### config.mk
export PLATFORM = sky130hd
export DESIGN_NAME = uart_tx_arbiter
export DESIGN_NICKNAME = d
export VERILOG_FILES = /design/src/rtl/uart_tx_arbiter.sv
export SDC_FILE = /design/constraint.sdc
export NUM_CORES = 1
export LEC_CHECK = 0
export BUFFER_PORTS_ARGS = -buffer_cell sky130_fd_sc_hd__buf_2
export CORE_MARGIN = 5
export CORE_UTILIZATION = 54
export DETAILED_ROUTE_END_ITERATION = 8
export PLACE_DENSITY = 0.95
export SETUP_SLACK_MARGIN = 0.2
export SLEW_MARGIN = 20
export SYNTH_ARGS = -nofsm -noshare
export SYNTH_HDL_FRONTEND = slang
export SYNTH_SLANG_ARGS = --single-unit
### constraint.sdc
create_clock -name clk -period 5.6 [get_ports clk]
set_clock_uncertainty 0.05 [all_clocks]
set_input_delay 0.56 -clock clk [delete_from_list [all_inputs] [get_ports clk]]
set_output_delay 0.56 -clock clk [all_outputs]
set_load 0.02 [all_outputs]
### src/rtl/uart_tx_arbiter.sv
// Round-robin arbiter sharing one UART transmitter among NREQ byte-stream requesters.
// A grant is held for a whole packet and ends on an accepted req_last byte or a packet timeout.
module uart_tx_arbiter #(
   parameter int NREQ        = 4,
   parameter int DATA_W      = 8,
   parameter int ACK_TIMEOUT = 16,
   parameter int PKT_TIMEOUT = 1024
) (
   input  logic                     clk,
   input  logic                     rst,
   input  logic [NREQ-1:0]          req_valid,
   input  logic [NREQ*DATA_W-1:0]   req_data,
   input  logic [NREQ-1:0]          req_last,
   output logic [NREQ-1:0]          req_ready,
   output logic [NREQ-1:0]          grant,
   output logic [DATA_W-1:0]        tx_data,
   output logic                     tx_start,
   input  logic                     tx_busy,
   output logic                     err_timeout,
   output logic [1:0]               o_dbg_state
);

   localparam int PTR_W  = $clog2(NREQ);
   localparam int TMAX   = (ACK_TIMEOUT > PKT_TIMEOUT) ? ACK_TIMEOUT : PKT_TIMEOUT;
   localparam int TCNT_W = $clog2(TMAX) + 1;
   localparam logic [TCNT_W-1:0] ACK_LAST = TCNT_W'(ACK_TIMEOUT - 1);
   localparam logic [TCNT_W-1:0] PKT_LAST = TCNT_W'(PKT_TIMEOUT - 1);
   localparam logic [NREQ-1:0]   ONE_HOT0 = {{(NREQ-1){1'b0}}, 1'b1};

   typedef enum logic [1:0] {
      S_IDLE      = 2'd0,
      S_ISSUE     = 2'd1,
      S_WAIT_ACK  = 2'd2,
      S_WAIT_DONE = 2'd3
   } state_t;

   state_t              r_state;
   logic [NREQ-1:0]     r_grant;
   logic [PTR_W-1:0]    r_ptr;
   logic [TCNT_W-1:0]   r_tcnt;
   logic [DATA_W-1:0]   r_tx_data;
   logic                r_tx_start;
   logic                r_err;
   logic                r_last;

   state_t              w_state_nxt;
   logic [NREQ-1:0]     w_grant_nxt;
   logic [PTR_W-1:0]    w_ptr_nxt;
   logic [TCNT_W-1:0]   w_tcnt_nxt;
   logic [DATA_W-1:0]   w_tx_data_nxt;
   logic                w_tx_start_nxt;
   logic                w_err_nxt;
   logic                w_last_nxt;

   logic [PTR_W-1:0]    w_owner;
   logic [PTR_W-1:0]    w_pick;
   logic                w_pick_any;
   logic                w_hs;
   logic [DATA_W-1:0]   w_owner_data;
   logic                w_owner_last;

   always_comb begin
      w_owner = '0;
      for (int i = 0; i < NREQ; i++) begin
         if (r_grant[i]) w_owner = PTR_W'(i);
      end
   end

   // Scan downward so the closest requester after r_ptr is the last (winning) assignment.
   always_comb begin
      w_pick     = '0;
      w_pick_any = 1'b0;
      for (int k = NREQ; k >= 1; k--) begin
         if (req_valid[(int'(r_ptr) + k) % NREQ]) begin
            w_pick     = PTR_W'((int'(r_ptr) + k) % NREQ);
            w_pick_any = 1'b1;
         end
      end
   end

   // Handshake: a byte moves on any edge where req_valid[i] and req_ready[i] are both high.
   // req_ready only ever rises for the granted owner, in ISSUE, while the transmitter is idle.
   assign req_ready    = (r_state == S_ISSUE && !tx_busy) ? (r_grant & req_valid) : '0;
   assign w_hs         = |req_ready;
   assign w_owner_data = req_data[int'(w_owner)*DATA_W +: DATA_W];
   assign w_owner_last = req_last[w_owner];

   always_comb begin
      w_state_nxt    = r_state;
      w_grant_nxt    = r_grant;
      w_ptr_nxt      = r_ptr;
      w_tcnt_nxt     = r_tcnt;
      w_tx_data_nxt  = r_tx_data;
      w_tx_start_nxt = 1'b0;
      w_err_nxt      = 1'b0;
      w_last_nxt     = r_last;
      case (r_state)
         S_IDLE: begin
            if (w_pick_any) begin
               w_grant_nxt = ONE_HOT0 << w_pick;
               w_state_nxt = S_ISSUE;
               w_tcnt_nxt  = '0;
            end
         end
         S_ISSUE: begin
            if (w_hs) begin
               w_tx_data_nxt  = w_owner_data;
               w_last_nxt     = w_owner_last;
               w_tx_start_nxt = 1'b1;
               w_state_nxt    = S_WAIT_ACK;
               w_tcnt_nxt     = '0;
            end else if (r_tcnt == PKT_LAST) begin
               w_err_nxt   = 1'b1;
               w_ptr_nxt   = w_owner;
               w_grant_nxt = '0;
               w_state_nxt = S_IDLE;
               w_tcnt_nxt  = '0;
            end else begin
               w_tcnt_nxt = r_tcnt + 1'b1;
            end
         end
         S_WAIT_ACK: begin
            if (tx_busy) begin
               w_state_nxt = S_WAIT_DONE;
               w_tcnt_nxt  = '0;
            end else if (r_tcnt == ACK_LAST) begin
               // No acknowledge: count the byte as sent and leave as WAIT_DONE would.
               w_err_nxt  = 1'b1;
               w_tcnt_nxt = '0;
               if (r_last) begin
                  w_ptr_nxt   = w_owner;
                  w_grant_nxt = '0;
                  w_state_nxt = S_IDLE;
               end else begin
                  w_state_nxt = S_ISSUE;
               end
            end else begin
               w_tcnt_nxt = r_tcnt + 1'b1;
            end
         end
         S_WAIT_DONE: begin
            if (!tx_busy) begin
               w_tcnt_nxt = '0;
               if (r_last) begin
                  w_ptr_nxt   = w_owner;
                  w_grant_nxt = '0;
                  w_state_nxt = S_IDLE;
               end else begin
                  w_state_nxt = S_ISSUE;
               end
            end
         end
         default: begin
            w_state_nxt = S_IDLE;
            w_grant_nxt = '0;
            w_tcnt_nxt  = '0;
         end
      endcase
   end

   always_ff @(posedge clk) begin
      if (!rst) begin
         r_state    <= S_IDLE;
         r_grant    <= '0;
         r_ptr      <= PTR_W'(NREQ - 1);
         r_tcnt     <= '0;
         r_tx_data  <= '0;
         r_tx_start <= 1'b0;
         r_err      <= 1'b0;
         r_last     <= 1'b0;
      end else begin
         r_state    <= w_state_nxt;
         r_grant    <= w_grant_nxt;
         r_ptr      <= w_ptr_nxt;
         r_tcnt     <= w_tcnt_nxt;
         r_tx_data  <= w_tx_data_nxt;
         r_tx_start <= w_tx_start_nxt;
         r_err      <= w_err_nxt;
         r_last     <= w_last_nxt;
      end
   end

   assign grant       = r_grant;
   assign tx_data     = r_tx_data;
   assign tx_start    = r_tx_start;
   assign err_timeout = r_err;
   assign o_dbg_state = r_state;

endmodule

* After elaboration in Yosys (flattened, before gate mapping)
Index checks and enable logic that the tools add are counted.
Storage, ports and cells: register bits 30, input port bits 43
Operators by class: mux-type cells 62, reductions and logical operators 15, bitwise gates (word level) 5, shift-type cells 2, magnitude comparators 5, eq/ne operators 13, $add $sub $neg 5
Operator list (number):
- 11-bit two-way mux | 6
- 11-bit case mux with 4 select lines | 1
- 2-bit two-way mux | 18
- 4-bit two-way mux | 8
- 32-bit by 6-bit variable part select with 8-bit output | 1
- 1-bit two-way mux | 20
- 3-bit by 4-bit < comparator with 1-bit output (second input constant) | 4
- 4-bit case mux with 4 select lines | 1
- 6-bit AND reduction | 2
- 11-bit by 1-bit adder with 11-bit output (second input constant) | 1
- 11-bit by 10-bit equality test with 1-bit output (second input constant) | 1
- 11-bit by 4-bit equality test with 1-bit output (second input constant) | 1
- 1-bit binary-select mux with 2-bit select | 5
- 2-bit inequality test (second input constant) | 5
- 2-bit case mux with 4 select lines | 1
- 2-bit OR reduction | 4
- 2-bit case mux with 3 select lines | 1
- 2-bit AND reduction | 3
- 2-bit by 1-bit adder with 2-bit output (second input constant) | 2
- 2-bit adder (second input constant) | 2
- 1-bit AND (first input constant) | 4
- 4-bit AND | 1
- 2-bit equality test (second input constant) | 2
- 4-bit AND reduction | 1
- 12 further kinds | 12

* Depth between registers and ports, before layout
Gate-level depths: netlist of the first run.
depth after elaboration 13, depth in mapped cells 7, gate-level depth less buffers 7

* Worst setup path before layout of the first run
No wires, ideal clock.
path kind register to register, start point register r_state[0] (netlist: o_dbg_state[0]), end point register r_tcnt[0], buffers on the path 0, cell stages (with the launch flop) 7, path slack 3606 ps, data required time 5414 ps, setup time 136 ps, arrival time 1808 ps, path through dfxtp_1 -> inv_1 -> ha_1 -> a32oi_1 -> o221ai_2 -> o211ai_1 -> nor2_1
On the way: cells in the longest elaborated chain, start to end 6, elaborated cells between the ends (all ways) 12, classes of those cells eq/ne (5); mux (3); reduce/logical (4)
RTL lines:
- start, declared | RTL line 37 | state_t r_state;
- start signal, assigned | RTL line 172 | r_state <= w_state_nxt;
- 2-bit by 1-bit equality test with 1-bit output | RTL line 83, 97
- 1-bit logical AND | RTL line 83 | assign req_ready = (r_state == S_ISSUE && !tx_busy) ? (r_grant & req_valid) : '0;
- 4-bit two-way mux | RTL line 83
- 4-bit OR reduction | RTL line 84 | assign w_hs = |req_ready;
- 11-bit two-way mux | RTL line 106 | if (w_hs) begin
- 11-bit case mux with 4 select lines | RTL line 97 | case (r_state)
- end signal, assigned | RTL line 175 | r_tcnt <= w_tcnt_nxt;
- end, declared | RTL line 40 | logic [TCNT_W-1:0] r_tcnt;
Parallel ways exist; a longest one is shown, timed or not. A chain may end at the register's enable or synchronous reset.

* Worst setup path after layout of the first run
start point register r_grant[3] (netlist: grant[3]), end point register r_tx_data[7] (netlist: tx_data[7])
On the way: cells in the longest elaborated chain, start to end 4, elaborated cells between the ends (all ways) 6, classes of those cells shift (1); mux (2); bitwise (1); reduce/logical (2)
RTL lines:
- start, declared | RTL line 38 | logic [NREQ-1:0] r_grant;
- start signal, assigned | RTL line 173 | r_grant <= w_grant_nxt;
- parallel branches: the longest is 4 deep, another holds 32-bit by 6-bit variable part select with 8-bit output
- end signal, assigned | RTL line 176 | r_tx_data <= w_tx_data_nxt;
- end, declared | RTL line 41 | logic [DATA_W-1:0] r_tx_data;
Several ways; the timed one is not identified.

==> flow_metrics.tcl, run 1 <==
set metrics [dict create \
    core_area_um2 3340 \
    end_kind "flop" \
    die_h_um 68.8 \
    grt.met3_usage_pct 7.13 \
    grt_overflow 0 \
    drive_above_1_share_pct 27.7 \
    htree_levels 2 \
    die_area_um2 4740 \
    p_sw_mw 0.185 \
    nets 333 \
    clk_path_buf_depth 2 \
    status "finished clean" \
    async_reset_ff_share_pct 0 \
    die_w_um 68.8 \
    routed_via_density 5.67 \
    drt_iter0_markers 145 \
    synth_nets 275 \
    cts_root_buffer "clkbuf_4" \
    rsz0062_at_grt "no" \
    powerDensity_nw_per_um2 242 \
    crit_slowest_cell "a41oi_2" \
    wl_mm 4.64 \
    hp-class "flop to flop" \
    dp_hpwl_mm 3.51 \
    tightest_slew_ns 0.907 \
    syn_inst 226 \
    path_clk_slew_ns 0.10 \
    critical-path-top-delay-family "compound AO/OA/AOI/OAI gates" \
    fin_crit_sh_pct 43.7 \
    fin_setup_tns_ns 0 \
    syn-cell-area_um2 1870 \
    gr-usage-met2_pct 37.9 \
    tritoncts "built" \
    clockPowerShare_pct 24.8 \
    rows 21 \
    pwr-share-comb_pct 28.7 \
    worstSkewPairLatency_ns 0.33 \
    grt_max_degree 26 \
    vias 1878 \
    io_pins 63 \
    crit_chain "nand2_1 -> a41oi_2 -> o211ai_1 -> o211a_1" \
    avgSynthCellArea_um2 8.27 \
    cts-resized-gates 0 \
    critical_path_class "flop to flop" \
    setup_ws_ns 3.15 \
    num_antenna_cells 0 \
    gp_congestion 0.876 \
    use_met1_pct 25.2 \
    post-route-util_pct 67.6 \
    cts_sinks 30 \
    p_total_mw 0.545 \
    timing.fmax_mhz 408 \
    dp_slack_ns 3.21 \
    ant_nets 0 \
    ys_seq_area_share_pct 32.1 \
    start_util_pct 56.0 \
    grt_antenna_before_repair 0 \
    first_pass_iters 4 \
    relSlewSlack_pct 39.5 \
    synth-main-ff-cell "dfxtp_1" \
    power.leakage_nw 1.04 \
    finalMaxSlewViolations 0 \
    synth_warnings 0 \
    setup_viol_count_final 0 \
    busiest_layer "met2" \
    remaining_drc_errors 0 \
    post-cts-setup-buffers 0 \
    synthToLayoutAreaGrowth_pct 20.6 \
    cp-start-kind "flop" \
    grt_pass1_vias 1891 \
    ctsHoldBuffers 0 \
    p_int_mw 0.360 \
    synth_edf_count 0 \
    crit_arrival_ns 2.61 \
    crit_fanout 23 \
    wl_per_cell_um 14.0 \
    holdWs_ns 0.448 \
    grt_usage_pct 22.2 \
    port_buffers 62 \
    ys_types 48 \
    max_stage_delay_ns 0.83 \
    worst-path-buf-inv 0 \
    maxCapViolCount 0 \
    switching_share_pct 34.0 \
    worst_ir_drop_vdd_v 0.000147 \
    grt_pass1_wl_mm 7.89 \
    ys_ff_latch 30 \
    hold_violations 0 \
    period_needed_ns 2.45 \
    cts_buffers 5 \
    seqPwrFrac_pct 46.5 \
    crit_required_ns 5.76 \
]
[per-layer routing]
layer  wire length (µm)  vias to the layer above  part of all wire, %
li1                   -                      933                    -
met1               1990                      859                   43
met2               2220                       73                   48
met3                312                       13                  6.7
met4                119                        0                  2.6
met5                  0                        -                    0
[cells in the mapped netlist (all sizes together) (4+ instances only)]
master  count  area share, %
a21oi      12            3.2
dfxtp      30             32
mux2i      15            8.0
nand2b      4            1.3
ha          6            4.0
nand2      34            6.8
xnor2       7            3.3
o211a       9            4.8
nor3        5            1.3
nor4        5            3.3
nor2       28            5.6
clkbuf      8            1.6
o211ai     10            4.0
o21ai       5            1.5
inv         8            1.6
[cells in the final DEF, fill, tap and decap left out, types with 6 or more instances in the layout]
| master | instances |
|---|---|
| dfxtp_1 | 30 |
| o211a_1 | 9 |
| a21oi_1 | 12 |
| nor2_1 | 28 |
| inv_1 | 8 |
| nand2_1 | 34 |
| o211ai_1 | 10 |
| mux2i_1 | 15 |
| buf_2 | 62 |
| xnor2_1 | 7 |
| ha_1 | 6 |
[cell families (layout without fill, tap and decap cells)]
group	after synthesis	in the layout	share of synthesized area, %
compound gates	55	55	23.2
xor+xnor	9	9	4.22
fa+ha+maj	6	6	4.02
buf+inv	19	78	3.88
flops	30	30	32.1
mux	16	16	8.63
simple gates	91	91	24.0
[metrics by stage]
step                cells  instance area [µm²]
floorplan             226                 1870
global placement      323                 2190
detailed placement    323                 2190
CTS                   331                 2250
global route          331                 2250
finish                331                 2250
[final cells by class]
| cell class | instances | area (µm²) |
|---|---|---|
| clock buffers | 7 | 55.1 |
| clock inverters | 1 | 5.00 |
| fillers | 264 | 1080 |
| inverters | 8 | 30.0 |
| multi-input cells | 177 | 1200 |
| flip-flops and latches | 30 | 601 |
| well taps | 46 | 57.6 |
| repair buffers | 62 | 310 |
[worst reg2reg max path, delay by kind of cell (launching register included)]
family,cells,cell delay [ns]
and+or+nand+nor,1,0.26
DFF,1,0.79
AOI/OAI and AO/OA,3,1.23
[state kept, by name (all words and copies together), names as in the netlist]
name,count
r_tcnt,11
tx_data,8
grant,4
o_dbg_state,2
r_ptr,2
err_timeout,1
r_last,1
tx_start,1
[power by group through the flow]
stage | Clock [mW] | Combinational (mW) | Sequential, mW
after floorplan | 0 | 0.110 | 0.256
after global placement | 0 | 0.151 | 0.257
after detailed placement | 0 | 0.155 | 0.258
after CTS | 0.138 | 0.156 | 0.253
after global routing | 0.151 | 0.174 | 0.257
final | 0.135 | 0.157 | 0.254
[path summary, 6_finish.rpt]
kind / from / slack [ns] / cells past startpoint / end
setup / recovery: grant[3]$_SDFFE_PN0P_ / 3.15 / 4 / tx_data[7]$_SDFFE_PN0P_
hold / removal: grant[0]$_SDFFE_PN0P_ / 0.45 / 2 / grant[0]$_SDFFE_PN0P_
hold reg to reg: grant[0]$_SDFFE_PN0P_ / 0.45 / 2 / grant[0]$_SDFFE_PN0P_
setup reg to reg: grant[3]$_SDFFE_PN0P_ / 3.15 / 4 / tx_data[7]$_SDFFE_PN0P_
Note: power is estimated with default switching activity, not from simulation.
==> inputs of run 2 (changes only) <==
--- a/config.mk
+++ b/config.mk
@@ -7,9 +7,9 @@
 export LEC_CHECK = 0
 export BUFFER_PORTS_ARGS = -buffer_cell sky130_fd_sc_hd__buf_2
 export CORE_MARGIN = 5
-export CORE_UTILIZATION = 54
+export CORE_UTILIZATION = 50
 export DETAILED_ROUTE_END_ITERATION = 8
-export PLACE_DENSITY = 0.95
+export PLACE_DENSITY = 0.9
 export SETUP_SLACK_MARGIN = 0.2
 export SLEW_MARGIN = 20
 export SYNTH_ARGS = -nofsm -noshare
==> constraint.sdc (replaced) <==
create_clock -name clk -period 2.3 [get_ports clk]
set_clock_uncertainty 0.05 [all_clocks]
set_input_delay 0.23 -clock clk [delete_from_list [all_inputs] [get_ports clk]]
set_output_delay 0.23 -clock clk [all_outputs]
set_load 0.02 [all_outputs]
==> flow_metrics.tcl, run 2 (synthesized netlist as in run 1, its figures left out) <==
set metrics [dict create \
    status "finished clean" \
    wl_met2_mm 2.61 \
    critical-path-top-delay-family "compound AO/OA/AOI/OAI gates" \
    powerDensity_nw_per_um2 690 \
    tritoncts "built" \
    rr_startpoint "r_tcnt[1]$_SDFFE_PN0P_" \
    crit_slowest_cell "o41ai_4" \
    nets 347 \
    drt_iter0_markers 100 \
    period_needed_ns 2.12 \
    drt-met1-wl_mm 2.13 \
    cts_root_buffer "clkbuf_8" \
    path_clk_slew_ns 0.06 \
    crit_arrival_ns 2.27 \
    relSlewSlack_pct 64.9 \
    vias 1998 \
    max_stage_delay_ns 0.45 \
    final_area_um2 2530 \
    final_common_cell "buf_2" \
    htree_levels 2 \
    grt_usage_pct 20.0 \
    cts_buffers 5 \
    largest_register_ff_count 11 \
    cpMostUsedCell "buf_4" \
    worst_ir_drop_vdd_v 0.000417 \
    holdPathStages 4 \
    r2r_slack_ns 0.18 \
    route.met3.wl_um 414 \
    die_w_um 71.1 \
    worstReg2RegEnd "grant[1]$_SDFFE_PN0P_" \
    seqCellArea_um2 604 \
    largest-register "r_tcnt" \
    dp_hpwl_mm 3.68 \
    grt_pass1_vias 1944 \
    p_total_mw 1.74 \
    drive_above_1_share_pct 35.1 \
    final_cell_mix "62 x buf_2, 34 x nand2_1, 27 x dfxtp_1" \
    wl_mm 5.31 \
    fin_setup_tns_ns 0 \
    fin_crit_sh_pct 92.2 \
    setup_viol_count_final 0 \
    worstSkewPairLatency_ns 0.28 \
    hold_violations 0 \
    reg2regPathDepth 8 \
    grt_max_degree 26 \
    cts_sinks 30 \
    ant_nets 0 \
    core_area_um2 3630 \
    rows 22 \
    crit_chain "ha_2 -> nand3_4 -> o41ai_4 -> buf_4 -> o21ai_4 -> nor4_4 -> buf_4 -> mux2i_1" \
    hp-class "primary input to flop" \
    clk_path_buf_depth 2 \
    io_pins 63 \
    port_buffers 62 \
    dp_slack_ns 0.0809 \
    post-route-util_pct 69.5 \
    grt_antenna_before_repair 0 \
    die_area_um2 5060 \
    min_from "req_data[24]" \
    timing.fmax_mhz 472 \
    min_to "tx_data[0]$_SDFFE_PN0P_" \
    critical_path_class "flop to flop" \
    num_antenna_cells 0 \
    startpoint "r_tcnt[1]$_SDFFE_PN0P_" \
    grt_overflow 0 \
    maxCapViolCount 0 \
    finalMaxSlewViolations 0 \
    grt_pass1_wl_mm 8.24 \
    start_util_pct 51.4 \
    worst-path-buf-inv 2 \
    multiInputGateArea_um2 1270 \
    rsz0062_at_grt "yes" \
    synthToLayoutAreaGrowth_pct 35.1 \
    end_kind "flop" \
    wl_per_cell_um 15.3 \
    cp-start-kind "flop" \
    gp_congestion 0.853 \
    crit_required_ns 2.45 \
    top_layer "met4" \
    power.leakage_nw 1.16 \
    place_area_um2 2240 \
    tightest_slew_ns 0.527 \
    routed_via_density 5.76 \
    remaining_drc_errors 0 \
    die_h_um 71.1 \
    setup_ws_ns 0.180 \
    n_fill_cell 303 \
    crit_fanout 7 \
    first_pass_iters 4 \
]
run 2: cell count changes in the layout (fill, tap and decap cells not counted), moves of 2 or more:
cell / change
dfxtp_2: +3
nor2_2: +2
buf_4: +14
clkbuf_4: -5
nor2_1: -3
bufinv_16: +2
dfxtp_1: -3
clkbuf_8: +5
run 2: what timing repair did:
item | 4_1_cts | 5_1_grt
setup endpoints to repair | 13 | 14
hold buffers | 0 | 0
pin swaps | 2 | 8
gates resized for setup | 1 | 15
setup buffers | 0 | 8
run 2: worst max-delay path by stage:
stage,depth (start not counted),end,slack (ns)
finish,8,grant[1]$_SDFFE_PN0P_,0.18
CTS,6,r_ptr[1]$_SDFFE_PN1P_,0.24
global placement,6,grant[0]$_SDFFE_PN0P_,0.20
global route,6,r_ptr[1]$_SDFFE_PN1P_,0.07
detailed placement,6,grant[1]$_SDFFE_PN0P_,0.08
floorplan,6,r_tcnt[0]$_SDFFE_PN0P_,0.31
run 2: tightest hold or removal path, stage by stage:
cell and delay [ns]:
buf_2 0.08, nand2_1 0.04, o211ai_1 0.08, o211a_1 0.14
run 2: power breakdown:
group | switching, mW | internal, mW
combinational | 0.271 | 0.225
sequential | 0.0322 | 0.555
clock | 0.199 | 0.462
total | 0.502 | 1.24
run 2: final cells by class:
cell class	count	area share, %
timing repair buffer	76	16.4
tap	48	2.38
clock buffer	6	3.27
inverter	8	1.19
sequential	30	23.9
multi-input combinational	177	50.4
clock inverter	2	2.38
run 2: per-stage QoR:
stage,hold WS (ns),instances
floorplan,0.354,226
global placement,0.416,331
detailed placement,0.424,331
CTS,0.251,339
global route,0.289,347
finish,0.269,347
run 2: per-layer routing:
metal | global-route usage [%] | vias up
met1 | 23.7 | 922
li1 | - | 963
met5 | 0 | -
met2 | 34.1 | 92
met3 | 5.97 | 21
met4 | 6.89 | 0
